--- config.mk ---
export PLATFORM = sky130hd
export DESIGN_NAME = stack_unit
export DESIGN_NICKNAME = d
export VERILOG_FILES = /design/src/rtl/stack_unit.sv
export SDC_FILE = /design/constraint.sdc
export NUM_CORES = 1
export LEC_CHECK = 0
export CAP_MARGIN = 20
export CORE_UTILIZATION = 45
export CTS_CLUSTER_DIAMETER = 100
export DETAILED_ROUTE_END_ITERATION = 8
export GPL_TIMING_DRIVEN = 0
export PLACE_DENSITY = 0.74
export SLEW_MARGIN = 20
export SYNTH_ARGS = -nofsm -noshare
export SYNTH_HDL_FRONTEND = slang
export SYNTH_SLANG_ARGS = --single-unit
--- constraint.sdc ---
create_clock -name clk -period 7.94 [get_ports clk]
set_clock_uncertainty 0.2 [all_clocks]
set_input_delay 1.985 -clock clk [delete_from_list [all_inputs] [get_ports clk]]
set_output_delay 1.985 -clock clk [all_outputs]
set_load 0.02 [all_outputs]
--- src/rtl/stack_unit.sv ---
// stack_unit: single-cycle LIFO with PUSH/POP/REDUCE, registered pop data and sticky error flags
module stack_unit #(
  parameter int DEPTH = 8,
  parameter int WIDTH = 8
) (
  input  logic                       clk,
  input  logic                       rst,
  input  logic                       op_valid,
  input  logic [1:0]                 op,
  input  logic [WIDTH-1:0]           push_data,
  input  logic                       err_clr,
  output logic [WIDTH-1:0]           tos,
  output logic [WIDTH-1:0]           nos,
  output logic [$clog2(DEPTH):0]     count,
  output logic                       empty,
  output logic                       full,
  output logic [WIDTH-1:0]           pop_data,
  output logic                       pop_valid,
  output logic                       err_overflow,
  output logic                       err_underflow
);
  localparam int AW = $clog2(DEPTH);
  localparam logic [1:0] OP_PUSH = 2'b01;
  localparam logic [1:0] OP_POP = 2'b10;
  localparam logic [1:0] OP_REDUCE = 2'b11;
  logic [WIDTH-1:0] mem_q [DEPTH];
  logic [WIDTH-1:0] mem_d [DEPTH];
  logic [AW:0] cnt_q, cnt_d, cm1, cm2;
  logic [WIDTH-1:0] pop_data_q, pop_data_d;
  logic pop_valid_q, pop_valid_d, ovf_q, ovf_d, unf_q, unf_d;
  logic ge2;
  assign cm1 = cnt_q - (AW+1)'(1);
  assign cm2 = cnt_q - (AW+1)'(2);
  assign ge2 = cnt_q >= (AW+1)'(2);
  assign empty = cnt_q == '0;
  assign full = cnt_q == (AW+1)'(DEPTH);
  assign count = cnt_q;
  assign tos = empty ? '0 : mem_q[cm1[AW-1:0]];
  assign nos = ge2 ? mem_q[cm2[AW-1:0]] : '0;
  assign pop_data = pop_data_q;
  assign pop_valid = pop_valid_q;
  assign err_overflow = ovf_q;
  assign err_underflow = unf_q;
  always_comb begin
    mem_d = mem_q;
    cnt_d = cnt_q;
    pop_data_d = pop_data_q;
    pop_valid_d = 1'b0;
    ovf_d = err_clr ? 1'b0 : ovf_q;
    unf_d = err_clr ? 1'b0 : unf_q;
    if (op_valid && op == OP_PUSH) begin
      if (full) ovf_d = 1'b1;
      else begin
        mem_d[cnt_q[AW-1:0]] = push_data;
        cnt_d = cnt_q + (AW+1)'(1);
      end
    end
    if (op_valid && op == OP_POP) begin
      if (empty) unf_d = 1'b1;
      else begin
        cnt_d = cm1;
        pop_data_d = tos;
        pop_valid_d = 1'b1;
      end
    end
    if (op_valid && op == OP_REDUCE) begin
      if (!ge2) unf_d = 1'b1;
      else begin
        mem_d[cm2[AW-1:0]] = push_data;
        cnt_d = cm1;
      end
    end
  end
  always_ff @(posedge clk) begin
    if (!rst) begin
      mem_q <= '{default: '0};
      cnt_q <= '0;
      pop_data_q <= '0;
      pop_valid_q <= 1'b0;
      ovf_q <= 1'b0;
      unf_q <= 1'b0;
    end else begin
      mem_q <= mem_d;
      cnt_q <= cnt_d;
      pop_data_q <= pop_data_d;
      pop_valid_q <= pop_valid_d;
      ovf_q <= ovf_d;
      unf_q <= unf_d;
    end
  end
endmodule
==> flow_summary.json <==
{
  "antenna_found_initial": 0,
  "cts_tree": "done",
  "synthSimpleGateAreaFrac_pct": 13.3,
  "h-tree-depth": 3,
  "multiInputGateArea_um2": 2470,
  "vias": 3267,
  "synth_xor_area_share_pct": 0.385,
  "worstHoldStart": "mem_q[22]$_SDFF_PN0_",
  "critPathTopFamily": "buffers and inverters",
  "vias_per_cell": 5.83,
  "hold_path.class": "register to register",
  "seq_area_frac_synth_pct": 37.5,
  "path_clk_slew_ps": 90,
  "cp.arrival_ps": 3980,
  "post_cts_buffers": 0,
  "dpl.cell_count": 544,
  "synth_edf_count": 0,
  "tightest_slew_ps": 913,
  "max_freq_ghz": 0.162,
  "finalPower_mw": 1.05,
  "design_area_um2": 4980,
  "holdWs_ps": 275,
  "fp-row-count": 34,
  "dieArea_um2": 9770,
  "slew_viol_final": 0,
  "drc_errors": 0,
  "finalHoldViolations": 0,
  "critPathMaxFanout": 10,
  "final_antenna_net_count": 0,
  "nets": 469,
  "drtIter0Drc": 233,
  "diodes": 0,
  "crit_slowest_cell": "clkbuf_1",
  "numPortBuffers": 45,
  "cts_resized": 0,
  "layout_commonest_cell": "mux2i_1",
  "path_class": "register to output port",
  "wl_um": 11300,
  "final_layout_size_suffix_gt1_share_pct": 15.9,
  "critPathCaptureType": "output port",
  "status": "completed",
  "final_cell_mix": "mux2i_1 (82), dfxtp_1 (79), nand2_1 (78)",
  "pwr_density_cell_nw_per_um2": 211,
  "max_slew_margin_pct": 39.2,
  "clockBufferDepth": 2,
  "rsz0062_at_grt": "no",
  "dieWidth_um": 98.9,
  "num_io_pins": 47,
  "cellLeakagePower_nw": 1.92,
  "wire_per_inst_um": 20.2,
  "areaGrowthSynthToFinish_pct": 18.0,
  "dr.pass1.iters": 5,
  "critPathRequiredTime_ps": 5760,
  "initial_utilization_pct": 47.5,
  "synth_top_area_share_pct": 37.5,
  "setup_slack_ps": 1780,
  "cts_sinks": 79,
  "async_flop_share_pct": 0,
  "cts_hold_buf": 0,
  "cp_num_buf_inv": 5,
  "rr_startpoint": "count[0]$_SDFF_PN0_",
  "final.min_clock_period_ps": 6160,
  "root_buffer": "clkbuf_8",
  "grt_max_degree": 16,
  "startpoint_type": "register",
  "setup_viol": 0,
  "yosysTopAreaCell": "dfxtp_1",
  "ys.flop_type": "dfxtp_1",
  "max_stage_delay_ps": 690,
  "track_usage_pct": 24.6,
  "synth_compound_area_share_pct": 5.84,
  "synthAdderAreaFrac_pct": 2.37,
  "post-route-util_pct": 56.1,
  "place_area_um2": 4810,
  "gp_congestion": 0.822,
  "grt_pass1_wl_um": 17800,
  "final_cells": 560,
  "cts_made_buffers": 9,
  "synthesis.area_per_instance_um2": 10.8,
  "syn_inst": 391,
  "fin_crit_sh_pct": 77.6,
  "crit_path_cell_trace": "clkbuf_1, buf_2, inv_1, ha_1, clkbuf_1, mux4_2, mux2i_1, nor2_1, clkdlybuf4s50_1",
  "synthMuxAreaShare_pct": 36.5,
  "place_hpwl_um": 7560,
  "crit_path_start": "count[0]$_SDFF_PN0_",
  "grt_overflow": 0,
  "ys_types": 35,
  "synth_top_family_by_area": "multiplexers",
  "core_um2": 8890,
  "die_h_um": 98.9,
  "syn-num-nets": 413,
  "grt_pass1_vias": 3242,
  "ys_warn_count": 0,
  "synth_area_leaders": "dfxtp_1 (37%), mux2i_1 (19%), mux4_2 (17%)",
  "ys_seq_elements": 79,
  "register_area_um2": 1580,
  "final.setup.tns_ps": 0,
  "syn_area_um2": 4220,
  "n_fill_cell": 775,
  "vdd_ir_drop_max_uv": 104,
  "maxCapViolCount": 0,
  "dp_slack_ps": 2260,
  "insertion_delay_ps": 360,
  "cp_common_cell": "clkbuf_1"
}
[layout make-up]
| type | instances | share of cell area (%) |
|---|---|---|
| inverters | 5 | 0.377 |
| clock inverters | 7 | 1.05 |
| repair buffers | 45 | 9.04 |
| flip-flops and latches | 79 | 31.7 |
| clock buffers | 9 | 2.49 |
| plain buffers | 29 | 3.09 |
| multi-input cells | 278 | 49.5 |
| well taps | 108 | 2.71 |
[worst reg2reg max path: cells and delay by family (launching register included)]
family	cells	cell delay, ps
buffers and inverters	4	1500
muxes	2	800
DFF	1	370
adders and majority gates	1	350
AOI/OAI and AO/OA	1	120
[state kept, by name, indices dropped and copies added (netlist names)]
register and count:
mem_q 64, err_underflow 1, count 4, err_overflow 1, pop_data 8, pop_valid 1
[cell usage after synthesis (2+ instances only)]
cell      number
a21o_1         4
a21oi_1       11
a21oi_4        4
and2_1         2
buf_2          6
buf_4          2
buf_6          4
clkbuf_1      16
dfxtp_1       79
ha_1           8
inv_1          5
mux2i_1       82
mux4_2        32
nand2_1       78
nand3_1        7
nand3b_1       3
nand4_1        3
nor2_1        17
o21ai_0        9
or3b_4         4
[logic make-up after synthesis]
logic type               count (synthesis)
flip-flops                              79
AO/OA/AOI/OAI                           34
XOR/XNOR                                 1
AND/OR/NAND/NOR                        121
multiplexers                           114
adder cells (fa/ha/maj)                  8
buffers and inverters                   34
[metal layers]
layer	up-vias	track usage (%)	share of wire, %
li1	1516	-	-
met1	1615	31.5	43
met2	118	42.2	50
met3	18	3.55	5.6
met4	0	9.30	1.7
met5	-	0	0
[report_power, final]
| group | total [mW] | leakage, nW | switching [mW] | internal [mW] |
|---|---|---|---|---|
| Combinational | 0.343 | 1.19 | 0.210 | 0.133 |
| Clock | 0.282 | 0.0961 | 0.165 | 0.117 |
| Sequential | 0.426 | 0.638 | 0.0134 | 0.412 |
[final timing paths]
path	slack, ps	cells past startpoint	to
max reg2reg	4490	8	pop_data[7]$_SDFFE_PN0P_
min	270	2	mem_q[22]$_SDFF_PN0_
max	1780	9	tos[7]
min reg2reg	270	2	mem_q[22]$_SDFF_PN0_
Note: power is estimated with default switching activity, not from simulation.
